### src/rtl/pulse_decoder_defs.sv
// Shared definitions for the pulse train decoder: FSM state encoding and default sizing.
package pulse_decoder_defs;

    localparam int unsigned DEF_CW      = 8;
    localparam int unsigned DEF_BW      = 4;
    localparam int unsigned DEF_MIN_W   = 2;
    localparam int unsigned DEF_MAX_W   = 16;
    localparam int unsigned DEF_GAP_MAX = 32;

    typedef enum logic [1:0] {
        ST_IDLE     = 2'd0,
        ST_HIGH     = 2'd1,
        ST_LOW      = 2'd2,
        ST_WAIT_LOW = 2'd3
    } state_t;

endpackage

### src/rtl/pulse_sync.sv
// Two-flop synchronizer with rise/fall detection for the pulse train input.
// Optional glitch filter enabled by PULSE_GLITCH_FILTER_EN.
module pulse_sync (
    input  logic clock,
    input  logic reset,
    input  logic i_signal,
    output logic o_level,
    output logic o_rise,
    output logic o_fall
);

    logic r_sync1;
    logic r_sync2;
    logic r_s_d;
    logic w_s;

`ifdef PULSE_GLITCH_FILTER_EN
    logic r_sync3;
    logic r_hold;

    // Level only moves once the synchronized input has been stable for two samples.
    assign w_s = (r_sync2 == r_sync3) ? r_sync2 : r_hold;

    always_ff @(posedge clock or posedge reset) begin
        if (reset) begin
            r_sync3 <= 1'b0;
            r_hold  <= 1'b0;
        end else begin
            r_sync3 <= r_sync2;
            r_hold  <= w_s;
        end
    end
`else
    assign w_s = r_sync2;
`endif

    always_ff @(posedge clock or posedge reset) begin
        if (reset) begin
            r_sync1 <= 1'b0;
            r_sync2 <= 1'b0;
            r_s_d   <= 1'b0;
        end else begin
            r_sync1 <= i_signal;
            r_sync2 <= r_sync1;
            r_s_d   <= w_s;
        end
    end

    assign o_level = w_s;
    assign o_rise  = w_s & ~r_s_d;
    assign o_fall  = ~w_s & r_s_d;

endmodule

### src/rtl/pulse_train_decoder.sv
// Measures high/low intervals of an asynchronous pulse train, validates widths and reports bursts.
// Build with PULSE_GLITCH_FILTER_EN to discard single-cycle input levels.
module pulse_train_decoder
    import pulse_decoder_defs::*;
#(
    parameter int unsigned CW      = DEF_CW,
    parameter int unsigned MIN_W   = DEF_MIN_W,
    parameter int unsigned MAX_W   = DEF_MAX_W,
    parameter int unsigned GAP_MAX = DEF_GAP_MAX,
    parameter int unsigned BW      = DEF_BW
) (
    input  logic          clock,
    input  logic          reset,
    input  logic          signal,
    output logic          width_valid,
    output logic [CW-1:0] high_width,
    output logic [CW-1:0] low_width,
    output logic          burst_done,
    output logic [BW-1:0] burst_count,
    output logic          error
);

    state_t        r_state;
    state_t        w_state_nxt;
    logic [CW-1:0] r_hcnt;
    logic [CW-1:0] r_lcnt;
    logic [CW-1:0] r_last_low;
    logic [BW-1:0] r_pcount;

    logic          w_level;
    logic          w_rise;
    logic          w_fall;
    logic          w_high_ok;
    logic          w_low_ok;
    logic          w_hcnt_ovf;
    logic          w_gap;
    logic [CW-1:0] w_lcnt_inc;
    logic [BW-1:0] w_pcount_inc;

    logic          w_wv;
    logic          w_err;
    logic          w_bd;
    logic [CW-1:0] w_hcnt_nxt;
    logic [CW-1:0] w_lcnt_nxt;
    logic [CW-1:0] w_last_low_nxt;
    logic [BW-1:0] w_pcount_nxt;

    pulse_sync u_sync (
        .clock    (clock),
        .reset    (reset),
        .i_signal (signal),
        .o_level  (w_level),
        .o_rise   (w_rise),
        .o_fall   (w_fall)
    );

    assign w_high_ok    = (r_hcnt >= CW'(MIN_W));
    assign w_low_ok     = (r_lcnt >= CW'(MIN_W));
    assign w_hcnt_ovf   = (r_hcnt >= CW'(MAX_W));
    assign w_gap        = (r_lcnt == CW'(GAP_MAX));
    assign w_lcnt_inc   = (r_lcnt == '1) ? r_lcnt : r_lcnt + CW'(1);
    assign w_pcount_inc = (r_pcount == '1) ? r_pcount : r_pcount + BW'(1);

    always_ff @(posedge clock or posedge reset) begin
        if (reset) begin
            r_state <= ST_IDLE;
        end else begin
            r_state <= w_state_nxt;
        end
    end

    always_comb begin
        w_state_nxt = r_state;
        case (r_state)
            ST_IDLE: begin
                if (w_rise) w_state_nxt = ST_HIGH;
            end
            ST_HIGH: begin
                if (w_fall)                    w_state_nxt = w_high_ok ? ST_LOW : ST_IDLE;
                else if (w_level && w_hcnt_ovf) w_state_nxt = ST_WAIT_LOW;
            end
            ST_LOW: begin
                // Gap terminal count wins over a coincident rise.
                if (w_gap)       w_state_nxt = w_rise ? ST_HIGH : ST_IDLE;
                else if (w_rise) w_state_nxt = w_low_ok ? ST_HIGH : ST_IDLE;
            end
            ST_WAIT_LOW: begin
                if (!w_level) w_state_nxt = ST_IDLE;
            end
            default: w_state_nxt = ST_IDLE;
        endcase
    end

    always_comb begin
        w_wv           = 1'b0;
        w_err          = 1'b0;
        w_bd           = 1'b0;
        w_hcnt_nxt     = r_hcnt;
        w_lcnt_nxt     = r_lcnt;
        w_last_low_nxt = r_last_low;
        w_pcount_nxt   = r_pcount;
        case (r_state)
            ST_IDLE: begin
                if (w_rise) begin
                    w_hcnt_nxt     = CW'(1);
                    w_last_low_nxt = '0;
                    w_pcount_nxt   = '0;
                end
            end
            ST_HIGH: begin
                if (w_fall) begin
                    if (w_high_ok) begin
                        w_wv         = 1'b1;
                        w_pcount_nxt = w_pcount_inc;
                        w_lcnt_nxt   = CW'(1);
                    end else begin
                        w_err        = 1'b1;
                        w_pcount_nxt = '0;
                    end
                end else if (w_level && w_hcnt_ovf) begin
                    w_err        = 1'b1;
                    w_pcount_nxt = '0;
                end else begin
                    w_hcnt_nxt = r_hcnt + CW'(1);
                end
            end
            ST_LOW: begin
                if (w_gap) begin
                    w_bd         = 1'b1;
                    w_pcount_nxt = '0;
                    if (w_rise) begin
                        w_hcnt_nxt     = CW'(1);
                        w_last_low_nxt = '0;
                    end
                end else if (w_rise) begin
                    if (w_low_ok) begin
                        w_last_low_nxt = r_lcnt;
                        w_hcnt_nxt     = CW'(1);
                    end else begin
                        w_err        = 1'b1;
                        w_pcount_nxt = '0;
                    end
                end else begin
                    w_lcnt_nxt = w_lcnt_inc;
                end
            end
            default: begin
            end
        endcase
    end

    always_ff @(posedge clock or posedge reset) begin
        if (reset) begin
            r_hcnt      <= '0;
            r_lcnt      <= '0;
            r_last_low  <= '0;
            r_pcount    <= '0;
            width_valid <= 1'b0;
            high_width  <= '0;
            low_width   <= '0;
            burst_done  <= 1'b0;
            burst_count <= '0;
            error       <= 1'b0;
        end else begin
            r_hcnt      <= w_hcnt_nxt;
            r_lcnt      <= w_lcnt_nxt;
            r_last_low  <= w_last_low_nxt;
            r_pcount    <= w_pcount_nxt;
            width_valid <= w_wv;
            burst_done  <= w_bd;
            error       <= w_err;
            if (w_wv) begin
                high_width <= r_hcnt;
                low_width  <= r_last_low;
            end
            if (w_bd) begin
                burst_count <= r_pcount;
            end
        end
    end

endmodule
### config.mk
export PLATFORM = sky130hd
export DESIGN_NAME = pulse_train_decoder
export DESIGN_NICKNAME = d
export VERILOG_FILES = /design/src/rtl/pulse_decoder_defs.sv /design/src/rtl/pulse_sync.sv /design/src/rtl/pulse_train_decoder.sv
export SDC_FILE = /design/constraint.sdc
export NUM_CORES = 1
export LEC_CHECK = 0
export ABC_AREA = 1
export BUFFER_PORTS_ARGS = -buffer_cell sky130_fd_sc_hd__buf_4
export CAP_MARGIN = 20
export CORE_ASPECT_RATIO = 1.5
export CORE_MARGIN = 1
export CORE_UTILIZATION = 45
export CTS_BUF_LIST = sky130_fd_sc_hd__clkbuf_2
export DETAILED_ROUTE_END_ITERATION = 8
export PLACE_DENSITY = 0.75
export SLEW_MARGIN = 20
export SYNTH_ARGS = -nofsm -noshare
export SYNTH_HDL_FRONTEND = slang
export SYNTH_SLANG_ARGS = --single-unit
### constraint.sdc
create_clock -name clock -period 2.2 [get_ports clock]
set_input_delay 0.22 -clock clock [delete_from_list [all_inputs] [get_ports clock]]
set_output_delay 0.22 -clock clock [all_outputs]
set_load 0.005 [all_outputs]
=== Yosys cells after proc, flatten, opt, wreduce, memory -nomap -nowiden ===
Index checks and enable logic that the tools add are counted.

* Flip-flop bits (word level): 56
* Output and inout port bits: 23

* Add/sub/neg operators: 3
* Magnitude comparators: 3
* Eq/ne operators: 20
* Multiplexer cells: 49
* Bitwise logic cells: 4
* Reductions and logical operators: 10

{| class="wikitable"
|+ Operators with widths
! kind !! count
|-
| $mux W8 || 15
|-
| $mux W4 || 8
|-
| $pmux W8 S2 || 2
|-
| $pmux W8 S3 || 1
|-
| $add A8 B1 Y8 const B || 2
|-
| $ge A8 B2 Y1 const B || 2
|-
| $ne A2 B2 Y1 const B || 8
|-
| $mux W2 || 7
|-
| $mux W1 || 13
|-
| $pmux W4 S3 || 1
|-
| $reduce_and A6 Y1 || 2
|-
| $ne A3 B3 Y1 const B || 3
|-
| $eq A8 B6 Y1 const B || 1
|-
| $eq A8 B8 Y1 const B || 1
|-
| $ge A8 B5 Y1 const B || 1
|-
| $pmux W2 S4 || 1
|-
| $reduce_and A5 Y1 || 1
|-
| $add A4 B1 Y4 const B || 1
|-
| $eq A2 B2 Y1 const B || 2
|-
| $eq A4 B4 Y1 const B || 1
|-
| $ne A4 B4 Y1 const B || 1
|-
| $reduce_and A4 Y1 || 1
|-
| $reduce_bool A2 Y1 || 2
|-
| $ne A3 B2 Y1 const B || 1
|-
| other kinds (9) || 11
|}

=== Logic depth before layout (Yosys ltp) ===
Gate-level depths: netlist (run 1).

* Depth in word-level cells: 5
* Gate-level depth with buffers: 11

=== By module ===
Synthesis (run 1) repeated with hierarchy kept, for this count alone.

* Cell total of the unflattened synthesis: 414
* Area, all modules: 3190.6 µm²

{| class="wikitable"
|+ By module, submodules not included
! module !! times used !! cells an instance !! area each (µm²) !! sequential area each (µm²)
|-
| pulse_train_decoder || 1 || 406 || 3096.7 || 1326.3
|-
| pulse_sync || 1 || 8 || 93.8 || 75.1
|}

=== Least setup slack after synthesis (run 1) ===
No wires, ideal clock.

* Path type: register to register
* From: reg r_lcnt[0]
* To: reg r_lcnt[0]
* Data arrival time: 1.443 ns
* Required time: 2.083 ns
* Slack: 0.640 ns
* Cell stages (with the launch flop): 11
* Path buffers: 1
* Period minus slack after synthesis: 1.560 ns
* Path through: dfrtp_1 > inv_1 > ha_1 > nand3_4 > nor2_4 > nand2_8 > nand3_4 > nor2_4 > buf_12 > o21ai_2 > nand2_2

* Word-level cells in the longest chain between the ends: 5
* Elaborated cells on any way between the ends: 10

{| class="wikitable"
|+ Ends and longest elaborated chain
! item !! line !! source
|-
| start, declared || pulse_train_decoder.sv:26 || <nowiki>logic [CW-1:0] r_lcnt;</nowiki>
|-
| start signal, assigned || pulse_train_decoder.sv:166 || <nowiki>r_lcnt <= w_lcnt_nxt;</nowiki>
|-
| $add A8 B1 Y8 || pulse_train_decoder.sv:61 || <nowiki>assign w_lcnt_inc = (r_lcnt == '1) ? r_lcnt : r_lcnt + CW'(1);</nowiki>
|-
| $mux W8 || pulse_train_decoder.sv:61 ||
|-
| $mux W8 || pulse_train_decoder.sv:135 || <nowiki>end else if (w_rise) begin</nowiki>
|-
| $mux W8 || pulse_train_decoder.sv:128 || <nowiki>if (w_gap) begin</nowiki>
|-
| $pmux W8 S2 || pulse_train_decoder.sv:102 || <nowiki>case (r_state)</nowiki>
|}

Several ways; a longest one is shown, not always the timed one. The select of a mux whose other input is x is not followed.
A chain may end at the register's enable or synchronous reset.

=== Worst setup path after layout (run 1) ===
* From: reg r_state[0]
* To: reg r_pcount[3]

* Word-level cells in the longest chain between the ends: 3
* Elaborated cells on any way between the ends: 11

{| class="wikitable"
|+ Ends and longest elaborated chain
! item !! line !! source
|-
| start, declared || pulse_train_decoder.sv:23 || <nowiki>state_t r_state;</nowiki>
|-
| start signal, assigned || pulse_train_decoder.sv:68 || <nowiki>r_state <= w_state_nxt;</nowiki>
|-
| $eq A2 B1 Y1, or another cell as far along || pulse_train_decoder.sv:102 ||
|-
| $ne A4 B4 Y1 (no source line), or another cell as far along || -- ||
|-
| $reduce_and A6 Y1 (no source line) || -- ||
|-
| end signal, assigned || pulse_train_decoder.sv:168 || <nowiki>r_pcount <= w_pcount_nxt;</nowiki>
|-
| end, declared || pulse_train_decoder.sv:28 || <nowiki>logic [BW-1:0] r_pcount;</nowiki>
|}

Several ways; a longest one is shown, not always the timed one.

==> results of run 1 <==
## critical path: stages, from the launching register on
cell     delay [ns]
dfrtp_1        0.46
inv_1          0.10
ha_1           0.49
o21ai_0        0.16
nor2_1         0.32
nor2_1         0.10
nand3_2        0.11
nand2_1        0.06
nand2_1        0.05
## cell usage after synthesis
library cell,number
ha_1,10
nand4_1,2
o21ai_1,7
nand3_2,5
clkbuf_1,2
nand2_1,167
nor2_4,6
inv_1,32
nor3b_1,1
nand2_2,7
nor3_1,2
xor2_1,7
clkinv_1,1
dfrtp_1,56
a21oi_1,2
nor2_1,37
o21ai_0,11
o21ai_2,5
nand2_8,1
nand3_4,3
nand3b_1,1
nor2_2,8
nand2_4,1
buf_4,6
inv_2,5
or2_2,2
nand3_1,34
buf_12,1
o22ai_1,1
## per-stage QoR
stage / setup slack (ns) / instances
5_1_grt: 0.0699 / 534
4_1_cts: 0.278 / 534
2_1_floorplan: 0.609 / 423
3_3_place_gp: 0.385 / 524
6_report: 0.299 / 534
3_5_place_dp: 0.348 / 524
## path summary, 6_finish.rpt
kind / startpoint / to / slack [ns] / depth (start not counted)
worst max-delay path: r_state[0] / r_pcount[3] / 0.30 / 8
worst min register to register: u_sync.r_sync1 / u_sync.o_level / 0.39 / 0
min in group clock: signal / u_sync.r_sync1 / 0.37 / 2
max in group asynchronous: reset / r_hcnt[4] / 1.33 / 4
worst max register to register: r_state[0] / r_pcount[3] / 0.30 / 8
worst min-delay path: reset / width_valid / 0.31 / 3
## power by group
group	internal, W	switching [W]	total, W
clock network	0.0000780	0.000332	0.000410
logic	0.000499	0.00108	0.00158
registers	0.00113	0.0000987	0.00123
total	0.00171	0.00151	0.00322
## layer usage
layer / GRT usage / share of wire
met2: 0.360 / 0.52
met1: 0.237 / 0.43
met5: 0 / 0
met4: 0.0900 / 0.027
met3: 0.0315 / 0.030
## final cells by class
cell class / instances / area (µm²)
tap: 78 / 97.6
multi-input combinational: 320 / 1620
clock inverter: 3 / 17.5
fill: 663 / 3320
clock buffer: 5 / 25.0
inverter: 38 / 143
sequential: 56 / 1400
timing repair buffer: 34 / 273
## cell families after synthesis
kind of cell,Yosys count
DFF,56
AOI/OAI and AO/OA,26
buffers and inverters,47
xor gates and xnor gates,7
and+or+nand+nor,277
adders and majority gates,10
## flip-flops by register name (all words and copies together), names as in the netlist
| register | cells |
|---|---|
| burst_count | 4 |
| burst_done | 1 |
| error | 1 |
| high_width | 8 |
| low_width | 8 |
| r_hcnt | 8 |
| r_last_low | 8 |
| r_lcnt | 8 |
| r_pcount | 4 |
| r_state | 2 |
| u_sync.o_level | 1 |
| u_sync.r_s_d | 1 |
| u_sync.r_sync1 | 1 |
| width_valid | 1 |
==> impl_metrics.yaml, run 1 <==
status:
  outcome: "complete, but fails checks"
  violations: "DRC"
pwr:
  p_leak_nw: 1.91
  total_power_w: 0.00322
  vdd_drop_max_mv: 0.394
  power.density_mw_per_mm2: 901
cells_and_area:
  drive_gt1_frac: 0.182
  synthToLayoutAreaGrowth_pct: 10.5
  stdcell_area_mm2: 0.00357
  final_cell_mix: "nand2_1, dfrtp_1, nor2_1"
  diodes: 0
  nets: 468
  finish.utilization: 0.518
  final_common_cell: "nand2_1"
job:
  drv_cap: 0
route:
  routed_wl_um: 6940
  ant_nets: 0
  drc: 5
  drt_pass1_iterations: 6
  via_per_inst: 5.07
  vias: 2707
  drt_iter0_markers: 291
  wl_per_cell_um: 13.0
yosys:
  synth_top_family_by_area: "simple AND/OR/NAND/NOR gates"
  synthXorXnorAreaFrac: 0.0190
  syn_nets: 436
  synth_cell_types: 29
  syn_area_per_cell_um2: 7.65
  synthTopCellsByArea: "dfrtp_1, nand2_1, nand3_1, nor2_1, ha_1"
  ys_seq_elements: 56
  synth_top_area_cell: "dfrtp_1"
  yosys.area_share.adder: 0.0387
  synth.area.mux_share: 0
  syn_area_mm2: 0.00323
  yosys_warnings: 0
  synth_compound_area_frac: 0.0464
  synth_seq_area_share: 0.433
  synthSimpleGateAreaFrac: 0.396
  synth_cells: 423
  synth_top_area_share: 0.433
place:
  hpwl_um: 5090
  port_buffers: 25
  dpl_cell_area_mm2: 0.00351
  place.gp.congestion: 0.876
sta:
  hold_viol: 0
  grt_setup_unrepaired: "no"
  fin_tns_setup_ns: 0
  drv_slew: 0
  relSlewSlack: 0.635
  period_needed_ns: 1.90
  period_share: 0.864
  setup_viol_count_final: 0
  max_freq_mhz: 526
  worst_pin_slew_ns: 0.546
  skew_ns: 0.0217
  holdWs_ns: 0.307
floorplanning:
  die_y_um: 106
  row_count: 37
  ios: 26
  die-area_mm2: 0.00754
  initial_core_util: 0.469
  core_area_mm2: 0.00690
  die_width_um: 71.2
critical_path:
  critPathLaunchType: "register"
  crit_type: "register to register"
  endpoint_kind: "register"
  worst_ep_arrival_time_ns: 2.32
  path_max_fanout: 9
  crit_required_ns: 2.62
clocking:
  path_clk_slew_ns: 0.28
  insertion_delay_ns: 0.47
  cts-htree-levels: 2
  cts_hold_buf: 2
  cts_resized: 0
  tritoncts: "yes"
  clkSinkCount: 56
  cts_setup_buffers: 0
  max-clock-path-buffers: 2
  numCtsBuffers: 5
  clock-root-buffer: "clkbuf_2"
grt:
  grt_start_max_net_pins: 32
  antenna_found_initial: 0
  grt_pass1_vias: 2667
  overflow: 0
  grtUsageTotal: 0.203
  grt_pass1_wl_um: 12100
hold_path:
  hp-class: "input pin to async pin"
(Power assumes the default switching activity.)
==> inputs of run 2 (changes only) <==
--- a/config.mk
+++ b/config.mk
@@ -6,6 +6,7 @@
 export NUM_CORES = 1
 export LEC_CHECK = 0
 export ABC_AREA = 1
+export ABC_CLOCK_PERIOD_IN_PS = 2200
 export BUFFER_PORTS_ARGS = -buffer_cell sky130_fd_sc_hd__buf_4
 export CAP_MARGIN = 20
 export CORE_ASPECT_RATIO = 1.5
@@ -17,4 +18,5 @@
 export SLEW_MARGIN = 20
 export SYNTH_ARGS = -nofsm -noshare
 export SYNTH_HDL_FRONTEND = slang
+export SYNTH_HIERARCHICAL = 1
 export SYNTH_SLANG_ARGS = --single-unit
==> impl_metrics.yaml, run 2 <==
status:
  outcome: "complete, but fails checks"
  violations: "DRC"
sta:
  skew_ns: 0.0188
  max_freq_mhz: 525
  fin_tns_setup_ns: 0
  worst_pin_slew_ns: 0.596
  setup_viol_count_final: 0
  period_needed_ns: 1.90
  relSlewSlack: 0.602
  fin_ws_ns: 0.296
  grt_setup_unrepaired: "no"
  hold_viol: 0
  drv_slew: 0
  period_share: 0.866
yosys:
  yosys_warnings: 6
  syn_area_mm2: 0.00319
  synth_cells: 414
  syn_area_per_cell_um2: 7.71
  synth_common_cells: "nand2_1, dfrtp_1, nor2_1, inv_1, nand3_1"
  synthTopCellsByArea: "dfrtp_1, nand2_1, nor2_1, inv_1, nand3_1"
  synth_top_area_share: 0.439
  synth_top_area_cell: "dfrtp_1"
  synth_cell_types: 35
  synth-async-reset-ratio: 1.00
  ys_seq_elements: 56
  yosysMostFrequentCell: "nand2_1"
  synth_seq_area_share: 0.439
  syn_nets: 427
  synth_edf_count: 0
  synthFlopType: "dfrtp_1"
grt:
  grt_start_max_net_pins: 28
  grtUsageTotal: 0.205
  antenna_found_initial: 0
  overflow: 0
  grt_pass1_wl_um: 12100
  grt_pass1_vias: 2667
floorplanning:
  die_y_um: 105
  core_area_mm2: 0.00685
  initial_core_util: 0.466
  die_width_um: 70.8
  ios: 26
  die-area_mm2: 0.00744
  row_count: 37
clocking:
  cts_resized: 0
  insertion_delay_ns: 0.47
  numCtsBuffers: 5
  clkSinkCount: 56
  clock-root-buffer: "clkbuf_2"
  tritoncts: "yes"
  path_clk_slew_ns: 0.24
  max-clock-path-buffers: 2
  cts-htree-levels: 2
  cts_setup_buffers: 0
critical_path:
  endpoint_kind: "register"
  worst_ep_arrival_time_ns: 2.33
  crit_required_ns: 2.62
  critPathLaunchType: "register"
  crit_type: "register to register"
  path_max_fanout: 11
route:
  vias: 2669
  drt_pass1_iterations: 7
  drc: 8
  routed_wl_um: 7000
  wl_per_cell_um: 13.3
  drt_iter0_markers: 168
  ant_nets: 0
  via_per_inst: 5.08
pwr:
  vdd_drop_max_mv: 0.567
  power.density_mw_per_mm2: 837
  p_leak_nw: 1.84
hold_path:
  hp-class: "input pin to async pin"
cells_and_area:
  final_cell_mix: "nand2_1, dfrtp_1, nor2_1"
  diodes: 0
  final_common_cell: "nand2_1"
  nets: 459
  drive_gt1_frac: 0.174
  fillers: 636
  synthToLayoutAreaGrowth_pct: 11.0
place:
  port_buffers: 25
  hpwl_um: 5500
  pre_cts_ws_ns: 0.317
  place.gp.congestion: 0.994
job:
  drv_cap: 0
[run 2: cell count changes after synthesis, sizes merged, moves of 4 or more]
cell / previous run / this run
nand2: 176 / 160
nand3: 42 / 31
inv: 37 / 44
o21ai: 23 / 29
nor2: 51 / 46
nand4: 2 / 6
[run 2: cells by family after synthesis]
kind of cell    Yosys count  share of synthesized area
compound gates           38                     0.0678
buf+inv                  52                     0.0682
flops                    56                      0.439
fa+ha+maj                10                     0.0392
simple gates            252                      0.369
xor+xnor                  6                     0.0165
[run 2: worst paths after layout]
path	slack, ns	cells past startpoint	end	start
setup / recovery	0.30	8	r_lcnt[0]	r_state[0]
hold / removal	0.14	3	u_sync/o_level	reset
setup reg to reg	0.30	8	r_lcnt[0]	r_state[0]
hold reg to reg	0.40	0	u_sync/o_level	u_sync/r_sync1
max in group asynchronous	1.31	4	low_width[1]	reset
min in group clock	0.39	2	u_sync/r_sync1	signal
[run 2: worst max-delay path, cell delays in order (launching register included)]
cell	delay (ns)
dfrtp_1	0.48
inv_1	0.10
ha_1	0.42
nor2_1	0.15
nor2_4	0.16
nand2_2	0.07
nor3_4	0.30
o21ai_1	0.12
nand2_1	0.08
[run 2: stage by stage]
step                      power [W]  hold slack [ns]  cell area (µm²)  instances   util
final                       0.00297            0.145             3540        525  0.517
after global routing        0.00318            0.109             3540        525  0.517
after CTS                   0.00297            0.132             3540        525  0.517
after detailed placement    0.00258            0.114             3480        515  0.508
after global placement      0.00254            0.107             3480        515  0.508
after floorplan             0.00223          -0.0264             3190        414      -
[run 2: repair_timing]
item | in CTS | in global routing
hold buffers | 2 | 0
setup endpoints to repair | 0 | 0
hold endpoints to repair | 30 | 0
[run 2: per-layer routing]
metal / vias to the layer above / wire length [µm] / share of wire / track usage
li1: 1365 / - / - / -
met1: 1243 / 2760 / 0.39 / 0.214
met2: 47 / 3890 / 0.56 / 0.394
met3: 14 / 190 / 0.027 / 0.0347
met4: 0 / 154 / 0.022 / 0.0800
met5: - / 0 / 0 / 0
[run 2: area by class of cell]
| class | count | area (µm²) | share of cell area |
|---|---|---|---|
| Sequential cell | 56 | 1400 | 0.396 |
| Clock buffer | 7 | 35.0 | 0.00989 |
| Timing Repair Buffer | 33 | 265 | 0.0749 |
| Inverter | 44 | 168 | 0.0473 |
| Tap cell | 78 | 97.6 | 0.0276 |
| Multi-Input combinational cell | 306 | 1570 | 0.444 |
| Clock inverter | 1 | 3.75 | 0.00106 |
[run 2: where the power goes]
part           internal (W)  switching (W)  total [W]
sequential          0.00112       0.000101    0.00122
clock             0.0000846       0.000313   0.000397
combinational      0.000433       0.000913    0.00135
total               0.00164        0.00133    0.00297
